$ cat config.mk
export PLATFORM = sky130hd
export DESIGN_NAME = pll_lock_seq_flat
export DESIGN_NICKNAME = d
export VERILOG_FILES = /design/src/rtl/pll_lock_seq_if.sv /design/src/rtl/pll_lock_seq.sv /design/src/flat_wrapper.sv
export SDC_FILE = /design/constraint.sdc
export NUM_CORES = 1
export LEC_CHECK = 0
export ABC_AREA = 0
export ABC_CLOCK_PERIOD_IN_PS = 4600
export BUFFER_PORTS_ARGS = -buffer_cell sky130_fd_sc_hd__buf_2
export CAP_MARGIN = 20
export CELL_PAD_IN_SITES_DETAIL_PLACEMENT = 0
export CELL_PAD_IN_SITES_GLOBAL_PLACEMENT = 1
export CORE_ASPECT_RATIO = 0.7
export CORE_MARGIN = 5
export CORE_UTILIZATION = 45
export DETAILED_ROUTE_END_ITERATION = 10
export HOLD_SLACK_MARGIN = 0.15
export PLACE_DENSITY_LB_ADDON = 0.1
export SYNTH_ARGS = -nofsm -noshare
export SYNTH_HDL_FRONTEND = slang
export SYNTH_SLANG_ARGS = --single-unit
export TNS_END_PERCENT = 100
$ cat constraint.sdc
create_clock -name clk_50 -period 4.6 [get_ports clk_50]
set_input_delay 0.23 -clock clk_50 [delete_from_list [all_inputs] [get_ports clk_50]]
set_output_delay 0.23 -clock clk_50 [all_outputs]
set_load 0.03 [all_outputs]
$ cat src/rtl/pll_lock_seq_if.sv
// rtl/pll_lock_seq_if.sv - loop-side signal bundle for the PLL acquisition/lock sequencer
interface pll_lock_seq_if;
  logic       fb;
  logic       lockout;
  logic       slew_fast;
  logic       slew_slow;
  logic       freq_load;
  logic [9:0] freq_load_val;
  logic       loop_en;
  logic       locked;
  logic [2:0] state;

  modport master (
    output fb, lockout, slew_fast, slew_slow,
    input  freq_load, freq_load_val, loop_en, locked, state
  );

  modport slave (
    input  fb, lockout, slew_fast, slew_slow,
    output freq_load, freq_load_val, loop_en, locked, state
  );
endinterface

$ cat src/rtl/pll_lock_seq.sv
// rtl/pll_lock_seq.sv - soft-PLL coarse measure, freq preload and lock qualification sequencer
// Optional TRACK timeout/re-measure under `define PLL_LOCK_SEQ_RELOCK_EN.
module pll_lock_seq #(
  parameter int          WIN_LOG2          = 16,
  parameter logic [9:0]  FREQ_MIN_RAW      = 10'd65,
  parameter logic [9:0]  FREQ_MAX_RAW      = 10'd524,
  parameter logic [15:0] LOCK_THRESH       = 16'd256,
  parameter logic [15:0] UNLOCK_THRESH     = 16'd4096,
  parameter int          LOCK_WINDOWS      = 4,
  parameter int          MAX_TRACK_WINDOWS = 64
) (
  input  logic           clk_50,
  input  logic           rst,
  pll_lock_seq_if.slave  bus
);
  localparam logic [2:0] S_IDLE    = 3'd0;
  localparam logic [2:0] S_MEASURE = 3'd1;
  localparam logic [2:0] S_LOAD    = 3'd2;
  localparam logic [2:0] S_TRACK   = 3'd3;
  localparam logic [2:0] S_LOCKED  = 3'd4;

  localparam int GW = $clog2(LOCK_WINDOWS + 1);
  localparam logic [GW-1:0]       GOOD_ONE    = GW'(1);
  localparam logic [GW-1:0]       GOOD_LAST   = GW'(LOCK_WINDOWS - 1);
  localparam logic [WIN_LOG2-1:0] WIN_ONE     = WIN_LOG2'(1);

  logic [2:0]          state_q, state_d;
  logic [WIN_LOG2-1:0] win_ctr_q, win_ctr_d;
  logic [10:0]         edge_cnt_q, edge_cnt_d;
  logic [15:0]         err_cnt_q, err_cnt_d;
  logic [GW-1:0]       good_cnt_q, good_cnt_d;
  logic                fb_d_q;
  logic                freq_load_q, freq_load_d;
  logic [9:0]          freq_load_val_q, freq_load_val_d;
  logic                loop_en_q, loop_en_d;
  logic                locked_q, locked_d;

`ifdef PLL_LOCK_SEQ_RELOCK_EN
  localparam int TW = $clog2(MAX_TRACK_WINDOWS + 1);
  localparam logic [TW-1:0] TRACK_ONE  = TW'(1);
  localparam logic [TW-1:0] TRACK_LAST = TW'(MAX_TRACK_WINDOWS - 1);
  logic [TW-1:0] track_win_q, track_win_d;
`endif

  logic        fb_rise, win_end, slew_act;
  logic [10:0] edge_next;
  logic [15:0] err_next;
  logic [9:0]  clamp_val;

  assign fb_rise   = bus.fb & ~fb_d_q;
  assign win_end   = &win_ctr_q;
  assign slew_act  = bus.slew_fast | bus.slew_slow;
  // Both counts include activity on the window's final cycle.
  assign edge_next = (edge_cnt_q == 11'h7FF) ? edge_cnt_q : edge_cnt_q + {10'd0, fb_rise};
  assign err_next  = (err_cnt_q == 16'hFFFF) ? err_cnt_q : err_cnt_q + {15'd0, slew_act};

  always_comb begin
    clamp_val = edge_next[9:0];
    if (edge_next < {1'b0, FREQ_MIN_RAW})
      clamp_val = FREQ_MIN_RAW;
    else if (edge_next > {1'b0, FREQ_MAX_RAW})
      clamp_val = FREQ_MAX_RAW;
  end

  always_comb begin
    state_d         = state_q;
    win_ctr_d       = win_ctr_q + WIN_ONE;
    edge_cnt_d      = edge_cnt_q;
    err_cnt_d       = err_cnt_q;
    good_cnt_d      = good_cnt_q;
    freq_load_d     = 1'b0;
    freq_load_val_d = freq_load_val_q;
    loop_en_d       = loop_en_q;
    locked_d        = locked_q;
`ifdef PLL_LOCK_SEQ_RELOCK_EN
    track_win_d     = track_win_q;
`endif
    case (state_q)
      S_IDLE: begin
        win_ctr_d  = '0;
        edge_cnt_d = '0;
        err_cnt_d  = '0;
        good_cnt_d = '0;
        loop_en_d  = 1'b0;
        locked_d   = 1'b0;
        if (!bus.lockout) state_d = S_MEASURE;
      end
      S_MEASURE: begin
        edge_cnt_d = edge_next;
        if (win_end) begin
          freq_load_val_d = clamp_val;
          freq_load_d     = 1'b1;
          state_d         = S_LOAD;
          win_ctr_d       = '0;
        end
      end
      S_LOAD: begin
        state_d    = S_TRACK;
        loop_en_d  = 1'b1;
        win_ctr_d  = '0;
        err_cnt_d  = '0;
        good_cnt_d = '0;
`ifdef PLL_LOCK_SEQ_RELOCK_EN
        track_win_d = '0;
`endif
      end
      S_TRACK: begin
        err_cnt_d = err_next;
        if (win_end) begin
          err_cnt_d = '0;
          if (err_next <= LOCK_THRESH) begin
            good_cnt_d = good_cnt_q + GOOD_ONE;
            if (good_cnt_q == GOOD_LAST) begin
              state_d    = S_LOCKED;
              locked_d   = 1'b1;
              good_cnt_d = '0;
              win_ctr_d  = '0;
            end
          end else begin
            good_cnt_d = '0;
          end
`ifdef PLL_LOCK_SEQ_RELOCK_EN
          track_win_d = track_win_q + TRACK_ONE;
          // Give up on this preload and re-measure, unless this window just locked.
          if (track_win_q == TRACK_LAST && state_d == S_TRACK) begin
            state_d    = S_MEASURE;
            loop_en_d  = 1'b0;
            edge_cnt_d = '0;
            good_cnt_d = '0;
            win_ctr_d  = '0;
          end
`endif
        end
      end
      S_LOCKED: begin
        err_cnt_d = err_next;
        if (win_end) begin
          err_cnt_d = '0;
          if (err_next >= UNLOCK_THRESH) begin
            state_d    = S_TRACK;
            locked_d   = 1'b0;
            good_cnt_d = '0;
            win_ctr_d  = '0;
`ifdef PLL_LOCK_SEQ_RELOCK_EN
            track_win_d = '0;
`endif
          end
        end
      end
      default: state_d = S_IDLE;
    endcase

    // Loss of feedback overrides any window-end decision made above.
    if (state_q != S_IDLE && bus.lockout) begin
      state_d         = S_IDLE;
      loop_en_d       = 1'b0;
      locked_d        = 1'b0;
      freq_load_d     = 1'b0;
      freq_load_val_d = freq_load_val_q;
      win_ctr_d       = '0;
    end
  end

  always_ff @(posedge clk_50 or posedge rst) begin
    if (rst) begin
      state_q         <= S_IDLE;
      win_ctr_q       <= '0;
      edge_cnt_q      <= '0;
      err_cnt_q       <= '0;
      good_cnt_q      <= '0;
      fb_d_q          <= 1'b0;
      freq_load_q     <= 1'b0;
      freq_load_val_q <= '0;
      loop_en_q       <= 1'b0;
      locked_q        <= 1'b0;
`ifdef PLL_LOCK_SEQ_RELOCK_EN
      track_win_q     <= '0;
`endif
    end else begin
      state_q         <= state_d;
      win_ctr_q       <= win_ctr_d;
      edge_cnt_q      <= edge_cnt_d;
      err_cnt_q       <= err_cnt_d;
      good_cnt_q      <= good_cnt_d;
      fb_d_q          <= bus.fb;
      freq_load_q     <= freq_load_d;
      freq_load_val_q <= freq_load_val_d;
      loop_en_q       <= loop_en_d;
      locked_q        <= locked_d;
`ifdef PLL_LOCK_SEQ_RELOCK_EN
      track_win_q     <= track_win_d;
`endif
    end
  end

  assign bus.freq_load     = freq_load_q;
  assign bus.freq_load_val = freq_load_val_q;
  assign bus.loop_en       = loop_en_q;
  assign bus.locked        = locked_q;
  assign bus.state         = state_q;
endmodule
$ cat src/flat_wrapper.sv
// flat-port wrapper written by rule: the top's interface ports become plain ports
module pll_lock_seq_flat 
#(
  parameter int          WIN_LOG2          = 16,
  parameter logic [9:0]  FREQ_MIN_RAW      = 10'd65,
  parameter logic [9:0]  FREQ_MAX_RAW      = 10'd524,
  parameter logic [15:0] LOCK_THRESH       = 16'd256,
  parameter logic [15:0] UNLOCK_THRESH     = 16'd4096,
  parameter int          LOCK_WINDOWS      = 4,
  parameter int          MAX_TRACK_WINDOWS = 64
)
  (clk_50, rst, bus_fb, bus_lockout, bus_slew_fast, bus_slew_slow, bus_freq_load, bus_freq_load_val, bus_loop_en, bus_locked, bus_state);
  pll_lock_seq_if bus_i ();
  input  logic clk_50;
  input  logic rst;
  input wire logic [$bits(bus_i.fb)-1:0] bus_fb;
  input wire logic [$bits(bus_i.lockout)-1:0] bus_lockout;
  input wire logic [$bits(bus_i.slew_fast)-1:0] bus_slew_fast;
  input wire logic [$bits(bus_i.slew_slow)-1:0] bus_slew_slow;
  output wire logic [$bits(bus_i.freq_load)-1:0] bus_freq_load;
  output wire logic [$bits(bus_i.freq_load_val)-1:0] bus_freq_load_val;
  output wire logic [$bits(bus_i.loop_en)-1:0] bus_loop_en;
  output wire logic [$bits(bus_i.locked)-1:0] bus_locked;
  output wire logic [$bits(bus_i.state)-1:0] bus_state;
  assign bus_i.fb = bus_fb;
  assign bus_i.lockout = bus_lockout;
  assign bus_i.slew_fast = bus_slew_fast;
  assign bus_i.slew_slow = bus_slew_slow;
  assign bus_freq_load = bus_i.freq_load;
  assign bus_freq_load_val = bus_i.freq_load_val;
  assign bus_loop_en = bus_i.loop_en;
  assign bus_locked = bus_i.locked;
  assign bus_state = bus_i.state;
  pll_lock_seq #(.WIN_LOG2(WIN_LOG2), .FREQ_MIN_RAW(FREQ_MIN_RAW), .FREQ_MAX_RAW(FREQ_MAX_RAW), .LOCK_THRESH(LOCK_THRESH), .UNLOCK_THRESH(UNLOCK_THRESH), .LOCK_WINDOWS(LOCK_WINDOWS), .MAX_TRACK_WINDOWS(MAX_TRACK_WINDOWS)) u_core (.clk_50(clk_50), .rst(rst), .bus(bus_i));
endmodule
# Yosys cells after proc, flatten, opt, wreduce, memory -nomap -nowiden
# Index checks and enable logic that the tools add are counted.
op_classes:
  n_addsub: 4
  n_bitwise: 4
  div_mod_pow: 0
  n_eq_ne: 17
  muxes: 42
  n_mul: 0
  order_cmp: 4
  reduce_logical: 15
  shifts: 0
op_table:
  columns: ["operator", "count"]
  rows:
  - ["two-way mux 16 bit", 9]
  - ["one-hot mux 16 bit (4 select lines)", 1]
  - ["two-way mux 3 bit", 13]
  - ["one-hot mux 16 bit (2 select lines)", 1]
  - ["one-hot mux 11 bit (2 select lines)", 1]
  - ["two-way mux 10 bit", 2]
  - ["!= test 3 x 1 -> 1 bit, second input constant", 6]
  - ["AND reduction 18 bit", 1]
  - ["adder 16 x 1 -> 16 bit", 1]
  - ["adder 16 x 1 -> 16 bit, second input constant", 1]
  - ["equality test 16 bit, second input constant", 1]
  - [">= comparator 16 x 13 -> 1 bit, second input constant", 1]
  - ["<= comparator 16 x 9 -> 1 bit, second input constant", 1]
  - ["AND reduction 16 bit", 1]
  - ["one-hot mux 3 bit (5 select lines)", 1]
  - ["adder 11 x 1 -> 11 bit", 1]
  - ["equality test 11 bit, second input constant", 1]
  - ["> comparator 11 x 10 -> 1 bit, second input constant", 1]
  - ["< comparator 11 x 7 -> 1 bit, second input constant", 1]
  - ["two-way mux 11 bit", 1]
  - ["two-way mux 1 bit", 10]
  - ["equality test 3 x 2 -> 1 bit, second input constant", 3]
  - ["one-hot mux 3 bit (3 select lines)", 1]
  - ["nonzero test 3 bit", 3]
  - ["18 further kinds", 23]
totals:
  mem_count: 0
  input_bits: 6
  mem_bits_rw: 0
  latchBits: 0
  regBits: 63
  elab_cells: 96
  rom_bits: 0
  out_inout_bits: 16

# Depth between registers and ports, before layout
# Gate-level depths: netlist of run 1.
depth:
  ltp_word: 8
  mapped_depth: 11

# Worst setup path after synthesis of run 1
# OpenSTA, ideal clock, no wires.
synth_path:
  path_type: "input port to flip-flop"
  start: "input port bus_slew_slow"
  end: "register u_core.win_ctr_q[10]"
  arrival_time_ns: 2.434
  cell_stages: 11
  setup_slack_ns: 2.025
  n_path_buf: 1
  t_required_ns: 4.459
  cell_sequence: "or2_2 -> ha_1 -> ha_1 -> or2_2 -> a21oi_1 -> o21ai_0 -> a2111oi_2 -> o2111a_2 -> a2bb2oi_4 -> buf_8 -> nor3_2"
synth_via:
  elab_chain_len: 8
  elab_cells_between_ends: 11
  classes_between: "add/sub: 1; order compare: 2; mux: 7; bitwise: 1"
synth_lines:
  columns: ["item", "line", "source"]
  rows:
  - ["start: declaration", "flat_wrapper.sv:19", "input wire logic [$bits(bus_i.slew_slow)-1:0] bus_slew_slow;"]
  - ["bitwise OR 1 bit (*)", "pll_lock_seq.sv:52", "assign slew_act = bus.slew_fast | bus.slew_slow;"]
  - ["adder 16 x 1 -> 16 bit (*)", "pll_lock_seq.sv:55", "assign err_next = (err_cnt_q == 16'hFFFF) ? err_cnt_q : err_cnt_q + {15'd0, slew_act};"]
  - ["two-way mux 16 bit (*)", "pll_lock_seq.sv:55", null]
  - [">= comparator 16 x 13 -> 1 bit / <= comparator 16 x 9 -> 1 bit (equally long branches)", "pll_lock_seq.sv:139, pll_lock_seq.sv:111", null]
  - ["two-way mux 16 bit (on tied branches)", "pll_lock_seq.sv:139, pll_lock_seq.sv:111", null]
  - ["two-way mux 16 bit (on tied branches)", "pll_lock_seq.sv:137, pll_lock_seq.sv:109", null]
  - ["one-hot mux 16 bit (4 select lines) (*)", "pll_lock_seq.sv:78", "case (state_q)"]
  - ["two-way mux 16 bit (*)", "pll_lock_seq.sv:154", "if (state_q != S_IDLE && bus.lockout) begin"]
  - ["via u_core.win_ctr_d[10]", "pll_lock_seq.sv:28", "logic [WIN_LOG2-1:0] win_ctr_q, win_ctr_d;"]
  - ["end signal: assignment", "pll_lock_seq.sv:181", "win_ctr_q <= win_ctr_d;"]
  - ["end: declaration", "pll_lock_seq.sv:28", null]
# The timed path passes the listed nets; every way through them passes the cells marked *.
# A chain may end at the register's enable or synchronous reset.

# Worst setup path after layout of run 1
layout_path:
  start: "input port bus_fb"
  end: "register u_core.freq_load_val_q[3] (netlist: u_core.bus.freq_load_val[3])"
layout_via:
  elab_chain_len: 6
  elab_cells_between_ends: 7
  classes_between: "add/sub: 1; order compare: 2; mux: 3; bitwise: 1"
layout_lines:
  columns: ["item", "line", "source"]
  rows:
  - ["start: declaration", "flat_wrapper.sv:16", "input wire logic [$bits(bus_i.fb)-1:0] bus_fb;"]
  - ["bitwise AND 1 bit (*)", "pll_lock_seq.sv:50", "assign fb_rise = bus.fb & ~fb_d_q;"]
  - ["adder 11 x 1 -> 11 bit (*)", "pll_lock_seq.sv:54", "assign edge_next = (edge_cnt_q == 11'h7FF) ? edge_cnt_q : edge_cnt_q + {10'd0, fb_rise};"]
  - ["two-way mux 11 bit (*)", "pll_lock_seq.sv:54", null]
  - ["> comparator 11 x 10 -> 1 bit", "pll_lock_seq.sv:61", "else if (edge_next > {1'b0, FREQ_MAX_RAW})"]
  - ["two-way mux 10 bit", "pll_lock_seq.sv:61", null]
  - ["two-way mux 10 bit (*)", "pll_lock_seq.sv:59", "if (edge_next < {1'b0, FREQ_MIN_RAW})"]
  - ["end signal: assignment", "pll_lock_seq.sv:187", "freq_load_val_q <= freq_load_val_d;"]
  - ["end: declaration", "pll_lock_seq.sv:34", "logic [9:0] freq_load_val_q, freq_load_val_d;"]
# Mark *: on every way between the ends. The rest lies on a longest branch, timed or not.

==> impl_metrics.tcl, run 1 <==
set metrics [dict create \
    synth.lib_cells_used.distinct 61 \
    ys_seq_elements 63 \
    avgRoutedWirePerCell_um 16.9 \
    worst_setup_path_end_kind "register" \
    layout-drive-gt1-share_pct 13.7 \
    globalplace.congestion 0.849 \
    required_time_of_the_critical_path_ns 4.78 \
    antenna_cells 0 \
    synth_nets 457 \
    synthXorXnorAreaFrac_pct 4.93 \
    layout.cells.most_common "dfrtp_1" \
    hold_buf_cts 1 \
    sequential_cell_area_um2 1580 \
    worst-endpoint-arrival_ns 3.35 \
    synth.area.top_cells "dfrtp_1 (40%), nand2_1 (5.8%), o21ai_0 (5.8%)" \
    finalWirelength_um 9810 \
    global_route_wire_length_before_repair_um 16900 \
    cts_repair_resize_count 0 \
    clock_tree.root_cell "clkbuf_16" \
    run_status "finished, final reports clean" \
    synth_edf_count 0 \
    worst-r2r-setup-slack_ns 1.57 \
    nets 469 \
    critical_path.startpoint_type "input pin" \
    hold_path_class "input pin to async pin" \
    cts_tree "yes" \
    hold_viol_final 0 \
    gr-total-overflow 0 \
    clk_path_buf_depth 2 \
    grt_max_degree 64 \
    syn-mean-instance-area_um2 8.78 \
    fin_total_pwr_mw 1.27 \
    static-leakage-power_nw 1.78 \
    syn-instance-count 445 \
    grt_use_total_pct 20.3 \
    cts_made_buffers 9 \
    timing.final.crit_share_pct 69.0 \
    synth.cell_area_um2 3910 \
    max_clock_freq_ghz 0.315 \
    setup-tns-final_ns 0 \
    post-route-util_pct 51.1 \
    ys_seq_area_share_pct 40.3 \
    synth_mux_area_share_pct 1.09 \
    initial_core_utilization_pct 46.1 \
    report.final.setup_viol 0 \
    synth-simple-area-share_pct 28.9 \
    routed-via-count 3342 \
    fillCellCount 823 \
    critical_path_class "input pin to register" \
    synthDominantAreaCellType "dfrtp_1" \
    grt.met3_usage_pct 6.58 \
    met2_routing_resource_usage_after_global_routing_pct 26.9 \
    pre_cts_ws_ns 1.51 \
    die_width_um 121 \
    place_hpwl_um 6920 \
    final-max-slew-violation-count 0 \
    rsz0062_at_grt "no" \
    area_growth_pct 10.8 \
    route.detailed.drc 0 \
    ys.warnings.count 0 \
    post_route_antenna_net_violation_count 0 \
    detailedRoute.firstIterationViolations 275 \
    floorplan.rows 28 \
    power_density_nw_per_um2 294 \
    antenna_violations_before_repair 0 \
    timing_worst_slew_pin_value_ns 0.960 \
    grt.busiest_layer "met1" \
    synth-adder-area-share_pct 1.92 \
    detail_route.vias_per_cell 5.76 \
    peakVddDrop_mv 0.245 \
    globalRouteMet1Util_pct 32.0 \
    finalWorstPathRequiredPeriod_ns 3.17 \
    vias_in_the_first_global_route 3171 \
    cap_viol_max_count 0 \
    vertical_die_dimension_um 88.0 \
    post-cts-setup-buffers 0 \
    worst_hold_slack_ns 0.130 \
    floorplan.io_pins 22 \
    detailedRoute.firstPassIterationCount 4 \
    synth_largest_type_area_fraction_pct 40.3 \
    fin_ws_ns 1.43 \
    synthArstFlopShare_pct 100 \
    clk_transition_reported_paths_ns 0.05 \
    crit_path_max_fanout 5 \
    core-area_um2 8480 \
    numClockSinks 63 \
    synthFlopType "dfrtp_1" \
    synth_compound_area_share_pct 19.0 \
    max-slew-margin-rel_pct 36.0 \
    insertion_delay_ns 0.33 \
    synth_top_family_by_area "simple AND/OR/NAND/NOR gates" \
    multi_input_area_um2 2180 \
    cts_max_level 3 \
    die_area_um2 10700 \
    port_buffers 21 \
    clock_skew_ns 0.00474 \
    layout.cells.most_common_list "dfrtp_1 (63), nand2_1 (60), o21ai_0 (45), nor2_1 (35)" \
]
[logic make-up after synthesis]
group / count (synthesis)
fa+ha+maj: 6
mux: 4
xor+xnor: 22
flops: 63
buf+inv: 31
compound gates: 113
simple gates: 206
[critical path: stages]
cell	delay (ns)
dlygate4sd3_1	0.52
buf_2	0.10
nor2b_1	0.28
ha_1	0.30
ha_1	0.23
nand2_1	0.14
nor2_1	0.36
xor2_1	0.10
o21ai_0	0.53
nand3_1	0.28
nor2_1	0.21
a211oi_1	0.07
[registers in the layout, indices dropped and copies added (netlist names), 3 cells and up]
| signal | flops |
|---|---|
| u_core.bus.state | 3 |
| u_core.win_ctr_q | 16 |
| u_core.bus.freq_load_val | 10 |
| u_core.good_cnt_q | 3 |
| u_core.err_cnt_q | 16 |
| u_core.edge_cnt_q | 11 |
[Yosys cell counts, types with 3 or more instances]
library cell	count
nor3_2	10
and4_1	4
a211oi_1	3
o22ai_1	3
nand2_1	60
dfrtp_1	63
nor2b_1	3
nand2b_1	4
xor2_1	10
nor2_1	35
nand3b_1	3
o21bai_1	3
o211ai_1	3
ha_1	6
xnor2_1	12
o21ai_0	45
nor4_1	5
buf_2	5
clkbuf_1	10
buf_4	4
nor3_1	16
nand4_1	15
o31ai_1	6
or2_2	6
and3_1	5
a22o_1	3
or3_1	7
inv_1	9
a21oi_1	18
a31oi_1	7
nand3_1	21
[layer usage]
metal / vias up / share of wire, %
met4: 0 / 0.66
met1: 1599 / 53
li1: 1665 / -
met3: 8 / 5.6
met2: 70 / 40
met5: - / 0
[power breakdown]
group / total, mW / internal (mW) / switching (mW)
clock network: 0.620 / 0.387 / 0.233
registers: 0.572 / 0.562 / 0.0104
logic: 0.0805 / 0.0240 / 0.0565
total: 1.27 / 0.973 / 0.299
[area by class of cell]
class	instances	area share (%)
Timing Repair Buffer	23	2.83
Sequential cell	63	36.4
Inverter	9	0.780
Multi-Input combinational cell	351	50.4
Clock buffer	13	6.01
Clock inverter	1	0.116
Tap cell	120	3.47
[per-stage QoR]
stage	instances	instance area [um^2]
floorplan	445	3910
global placement	565	4060
detailed placement	565	4060
CTS	580	4330
global route	580	4330
finish	580	4330
[path summary, 6_finish.rpt]
kind	startpoint	endpoint	cells after the start
hold reg to reg	u_core.bus.freq_load_val[9]	u_core.bus.freq_load_val[9]	2
max in group asynchronous	rst	u_core.err_cnt_q[4]	3
hold / removal	rst	u_core.edge_cnt_q[8]	3
setup / recovery	bus_fb	u_core.bus.freq_load_val[3]	12
setup reg to reg	u_core.err_cnt_q[6]	u_core.win_ctr_q[2]	7
min in group clk_50	bus_lockout	u_core.bus.locked	2
Note: power is estimated with default switching activity, not from simulation.
==> run 2: changes to the inputs <==
--- a/config.mk
+++ b/config.mk
@@ -6,14 +6,14 @@
 export NUM_CORES = 1
 export LEC_CHECK = 0
 export ABC_AREA = 0
-export ABC_CLOCK_PERIOD_IN_PS = 4600
+export ABC_CLOCK_PERIOD_IN_PS = 2700
 export BUFFER_PORTS_ARGS = -buffer_cell sky130_fd_sc_hd__buf_2
 export CAP_MARGIN = 20
 export CELL_PAD_IN_SITES_DETAIL_PLACEMENT = 0
 export CELL_PAD_IN_SITES_GLOBAL_PLACEMENT = 1
 export CORE_ASPECT_RATIO = 0.7
 export CORE_MARGIN = 5
-export CORE_UTILIZATION = 45
+export CORE_UTILIZATION = 43
 export DETAILED_ROUTE_END_ITERATION = 10
 export HOLD_SLACK_MARGIN = 0.15
 export PLACE_DENSITY_LB_ADDON = 0.1
==> constraint.sdc (replaced) <==
create_clock -name clk_50 -period 2.7 [get_ports clk_50]
set_input_delay 0.135 -clock clk_50 [delete_from_list [all_inputs] [get_ports clk_50]]
set_output_delay 0.135 -clock clk_50 [all_outputs]
set_load 0.03 [all_outputs]
==> impl_metrics.tcl, run 2 (same netlist as run 1, synthesis figures left out) <==
set metrics [dict create \
    hold_path_class "input pin to register" \
    grt_use_total_pct 19.3 \
    avgRoutedWirePerCell_um 16.5 \
    routed-via-count 3513 \
    finalWorstPathRequiredPeriod_ns 2.56 \
    layout-drive-gt1-share_pct 22.8 \
    core-area_um2 8960 \
    finalWirelength_um 10300 \
    detail_route.vias_per_cell 5.62 \
    report.final.setup_viol 0 \
    layout.cells.most_common_list "dfrtp_1 (63), nand2_1 (60), o21ai_0 (44), buf_4 (38), nor2_1 (34)" \
    global_route_wire_length_before_repair_um 16900 \
    worst_path_dominant_cell_family "buffers and inverters" \
    die_area_um2 11100 \
    critical_path.max_stage_delay_ns 0.54 \
    grt_max_degree 27 \
    post_route_antenna_net_violation_count 0 \
    clk_transition_reported_paths_ns 0.06 \
    die_width_um 124 \
    area_growth_pct 20.8 \
    run_status "finished, final reports clean" \
    nets 508 \
    layout.cells.most_common "dfrtp_1" \
    critical_path_class "input pin to register" \
    insertion_delay_ns 0.33 \
    worst_setup_path_end_kind "register" \
    antenna_cells 0 \
    critical_path.cell_chain "dlygate4sd3_1, buf_2, nor2b_2, ha_2, ha_1, nand2_1, nor2_2, buf_4, xnor2_1, a32o_1, a41o_1, and2_1, a211oi_1" \
    clk_path_buf_depth 2 \
    peakVddDrop_mv 0.307 \
    detailedRoute.firstPassIterationCount 5 \
    setup-tns-final_ns 0 \
    floorplan.rows 29 \
    antenna_violations_before_repair 0 \
    vertical_die_dimension_um 89.8 \
    detailedRoute.firstIterationViolations 219 \
    final-max-slew-violation-count 0 \
    timing_worst_slew_pin_value_ns 0.561 \
    initial_core_utilization_pct 43.6 \
    cts_max_level 3 \
    power_density_nw_per_um2 490 \
    static-leakage-power_nw 2.00 \
    route.detailed.drc 0 \
    final_cell_count_no_fill 625 \
    worst-endpoint-arrival_ns 2.79 \
    crit_path_max_fanout 5 \
    worst-path-buf-inv 3 \
    clock_skew_ns 0.00945 \
    globalplace.congestion 0.880 \
    required_time_of_the_critical_path_ns 2.93 \
    cts_made_buffers 9 \
    largestRegisters "u_core.err_cnt_q: 16 flops, u_core.win_ctr_q: 16 flops, u_core.edge_cnt_q: 11 flops" \
    numClockSinks 63 \
    numPlacedInstances 607 \
    cts_tree "yes" \
    critical_path_slowest_stage_cell "dlygate4sd3_1" \
    floorplan.io_pins 22 \
    hold_viol_final 0 \
    clock_tree.root_cell "clkbuf_16" \
    gr-total-overflow 0 \
    max_clock_freq_ghz 0.391 \
    critical_path.startpoint_type "input pin" \
    port_buffers 21 \
    rsz0062_at_grt "no" \
    vias_in_the_first_global_route 3262 \
    timing.final.crit_share_pct 94.8 \
    cap_viol_max_count 0 \
    max-slew-margin-rel_pct 62.6 \
    place_hpwl_um 7630 \
]
## run 2: final timing paths
kind	start	endpoint	slack, ns	cells past startpoint
min in group asynchronous	rst	u_core.edge_cnt_q[7]	0.36	3
worst min-delay path	bus_lockout	u_core.bus.locked	0.32	2
worst min register to register	u_core.bus.freq_load_val[9]	u_core.bus.freq_load_val[9]	0.47	2
max in group asynchronous	rst	u_core.win_ctr_q[12]	1.66	4
worst max-delay path	bus_fb	u_core.bus.freq_load_val[3]	0.14	13
worst max register to register	u_core.err_cnt_q[0]	u_core.win_ctr_q[3]	0.16	9
## run 2: layout make-up
| cell class | instances | area (um^2) |
|---|---|---|
| fillers | 868 | 4240 |
| multi-input cells | 351 | 2220 |
| flip-flops and latches | 63 | 1580 |
| repair buffers | 62 | 430 |
| clock buffers | 10 | 239 |
| well taps | 124 | 155 |
| clock inverters | 6 | 68.8 |
| inverters | 9 | 33.8 |
## run 2: timing repair
action                                  CTS  global route
endpoints found under the hold margin    21             0
buffers inserted                          0             0
gates resized for setup                   0            11
hold buffers                              2             0
endpoints found under the setup margin    0            24
## run 2: per-stage QoR
stage	hold WS (ns)	worst slack, ns	utilization (%)	power [mW]	cell area (um^2)
after floorplan	0.166	0.220	-	1.09	3910
after global placement	0.176	0.0960	48.6	1.14	4360
after detailed placement	0.175	0.000492	48.6	1.14	4360
after CTS	0.311	0.0431	52.3	2.35	4690
after global routing	0.339	0.00530	52.7	2.41	4720
final	0.315	0.140	52.7	2.32	4720
## run 2: worst reg2reg max path: stages (launching register included)
cell and delay (ns):
dfrtp_1 0.35, ha_1 0.20, nand3_1 0.14, or3_1 0.37
a31oi_1 0.26, mux2_2 0.39, o2111a_2 0.19, a2bb2oi_4 0.18
buf_12 0.17, nor3_1 0.20
## run 2: report_power, final
| part | internal, mW | leakage [nW] | switching, mW |
|---|---|---|---|
| registers | 0.957 | 0.867 | 0.0144 |
| logic | 0.0505 | 0.982 | 0.101 |
| clock network | 0.744 | 0.149 | 0.450 |
| total | 1.75 | 2.00 | 0.565 |
## run 2: per-layer routing
layer	vias up	GRT usage [%]	share of wire, %
met5	-	0	0
met3	6	4.52	5.1
met2	103	24.1	40
li1	1737	-	-
met1	1667	32.1	55
met4	0	4.92	0.78
==> run 3: changes to the inputs <==
--- a/config.mk
+++ b/config.mk
@@ -7,16 +7,17 @@
 export LEC_CHECK = 0
 export ABC_AREA = 0
 export ABC_CLOCK_PERIOD_IN_PS = 2700
-export BUFFER_PORTS_ARGS = -buffer_cell sky130_fd_sc_hd__buf_2
 export CAP_MARGIN = 20
 export CELL_PAD_IN_SITES_DETAIL_PLACEMENT = 0
 export CELL_PAD_IN_SITES_GLOBAL_PLACEMENT = 1
 export CORE_ASPECT_RATIO = 0.7
 export CORE_MARGIN = 5
-export CORE_UTILIZATION = 43
+export CORE_UTILIZATION = 45
+export CTS_BUF_LIST = sky130_fd_sc_hd__clkbuf_4 sky130_fd_sc_hd__clkbuf_8
 export DETAILED_ROUTE_END_ITERATION = 10
+export DONT_BUFFER_PORTS = 1
 export HOLD_SLACK_MARGIN = 0.15
-export PLACE_DENSITY_LB_ADDON = 0.1
+export PLACE_DENSITY = 0.82
 export SYNTH_ARGS = -nofsm -noshare
 export SYNTH_HDL_FRONTEND = slang
 export SYNTH_SLANG_ARGS = --single-unit
==> impl_metrics.tcl, run 3 (same netlist as run 1, synthesis figures left out) <==
set metrics [dict create \
    run_status "finished, violations left" \
    violations "hold timing" \
    grt_max_degree 39 \
    hold_path_class "input pin to register" \
    worst-endpoint-arrival_ns 2.86 \
    hold_buf_cts 5 \
    clock_tree.root_cell "clkbuf_8" \
    grt_use_total_pct 19.6 \
    critical_path_class "register to register" \
    area_growth_pct 15.6 \
    finalWorstPathRequiredPeriod_ns 2.62 \
    port_buffers 0 \
    crit_path_max_fanout 8 \
    layout-drive-gt1-share_pct 18.2 \
    layout.cells.most_common_list "dfrtp_1 (63), nand2_1 (60), o21ai_0 (44), nor2_1 (33), buf_4 (32)" \
    route.detailed.drc 0 \
    static-leakage-power_nw 1.85 \
    place_hpwl_um 7120 \
    vias_in_the_first_global_route 3200 \
    clk_path_buf_depth 2 \
    power_density_nw_per_um2 420 \
    avgRoutedWirePerCell_um 16.8 \
    worst-path-buf-inv 1 \
    numClockSinks 63 \
    routed-via-count 3519 \
    worstReg2RegStart "u_core.err_cnt_q[0]" \
    worst_path_dominant_cell_family "compound AO/OA/AOI/OAI gates" \
    worst_setup_path_end_kind "register" \
    die_width_um 121 \
    timing.final.crit_share_pct 97.0 \
    detailedRoute.firstIterationViolations 317 \
    antenna_violations_before_repair 0 \
    fillCellCount 781 \
    critical_path.startpoint_type "register" \
    detail_route.vias_per_cell 5.87 \
    insertion_delay_ns 0.35 \
    clk_transition_reported_paths_ns 0.07 \
    worst_hold_slack_ns -0.165 \
    nets 486 \
    detailedRoute.firstPassIterationCount 7 \
    vertical_die_dimension_um 88.0 \
    cap_viol_max_count 0 \
    report.final.setup_viol 0 \
    required_time_of_the_critical_path_ns 2.94 \
    antenna_cells 0 \
    cts_made_buffers 9 \
    hold_viol_final 19 \
    final-max-slew-violation-count 0 \
    gr-total-overflow 0 \
    finalWirelength_um 10100 \
    max-slew-margin-rel_pct 37.7 \
    critical_path_slowest_stage_cell "dfrtp_1" \
    post_route_antenna_net_violation_count 0 \
    critical_path.max_stage_delay_ns 0.41 \
    cts_max_level 3 \
    hold_start "bus_lockout" \
    die_area_um2 10700 \
    setup-tns-final_ns 0 \
    global_route_wire_length_before_repair_um 16400 \
    critical_path_source "u_core.err_cnt_q[0]" \
    peakVddDrop_mv 0.306 \
    initial_core_utilization_pct 46.1 \
    timing_worst_slew_pin_value_ns 0.935 \
    core-area_um2 8480 \
    critical_path.cell_chain "ha_2, ha_4, or2_2, a21oi_2, o21ai_0, a2111oi_2, o2111a_2, a2bb2oi_4, clkbuf_16, nor3_2" \
    clock_skew_ns 0.00834 \
    floorplan.rows 28 \
    largestRegisters "u_core.err_cnt_q: 16 flops, u_core.win_ctr_q: 16 flops, u_core.edge_cnt_q: 11 flops" \
    cts_tree "yes" \
    layout.cells.most_common "dfrtp_1" \
    globalplace.congestion 0.919 \
    floorplan.io_pins 22 \
    max_clock_freq_ghz 0.382 \
]
==> run 3: changes by cell type in the layout (fill, tap and decap cells not counted), moves of 3 or more <==
| cell | delta |
|---|---|
| buf_2 | -21 |
| clkbuf_8 | +10 |
| clkbuf_16 | -8 |
| buf_4 | -6 |
| dlygate4sd3_1 | +3 |
==> run 3: worst reg2reg max path: stages, from the launching register on <==
cell       delay, ns
dfrtp_1         0.41
ha_2            0.21
ha_4            0.18
or2_2           0.29
a21oi_2         0.13
o21ai_0         0.10
a2111oi_2       0.40
o2111a_2        0.32
a2bb2oi_4       0.22
clkbuf_16       0.19
nor3_2          0.05
==> run 3: final timing paths <==
check / endpoint / slack [ns] / cells after the start
setup / recovery: u_core.win_ctr_q[9] / 0.08 / 10
hold / removal: u_core.bus.state[2] / -0.17 / 1
setup reg to reg: u_core.win_ctr_q[9] / 0.08 / 10
hold reg to reg: u_core.win_ctr_q[0] / 0.49 / 1
max in group asynchronous: u_core.win_ctr_q[8] / 1.78 / 3
min in group asynchronous: u_core.edge_cnt_q[6] / 0.30 / 2
==> run 3: layout make-up <==
class	count	area (um^2)	share of cell area, %
Multi-Input combinational cell	351	2220	49.1
Sequential cell	63	1580	34.9
Timing Repair Buffer	40	355	7.86
Clock buffer	13	166	3.68
Tap cell	120	150	3.32
Inverter	9	33.8	0.748
Clock inverter	3	17.5	0.388
==> run 3: metal layers <==
layer  share of wire [%]  track usage, %  wire (um)
met2                  41            26.8       4160
met1                  50            29.2       5070
met4                 1.2            7.43        121
met5                   0               0          0
met3                 7.2            5.49        728
==> run 3: stage by stage <==
stage                     total power, mW  cell area [um^2]  util [%]  setup slack [ns]  cells
after floorplan                      1.09              3910         -             0.220    445
after global placement               1.12              4200      49.6            0.0917    574
after detailed placement             1.12              4200      49.6            0.0327    574
after CTS                            1.91              4440      52.3            0.0220    595
after global routing                 1.98              4520      53.3          -0.00902    599
final                                1.90              4520      53.3            0.0819    599
==> run 3: power by group <==
part / switching [mW] / total, mW / internal, mW / leakage [nW]
logic: 0.0890 / 0.141 / 0.0524 / 0.889
clock network: 0.379 / 0.780 / 0.401 / 0.0963
registers: 0.0208 / 0.976 / 0.956 / 0.867
total: 0.488 / 1.90 / 1.41 / 1.85
==> run 3: what timing repair did <==
action	CTS	global route
endpoints found under the setup margin	0	29
resized for setup	0	9
hold endpoints to repair	51	24
buffers inserted	0	3
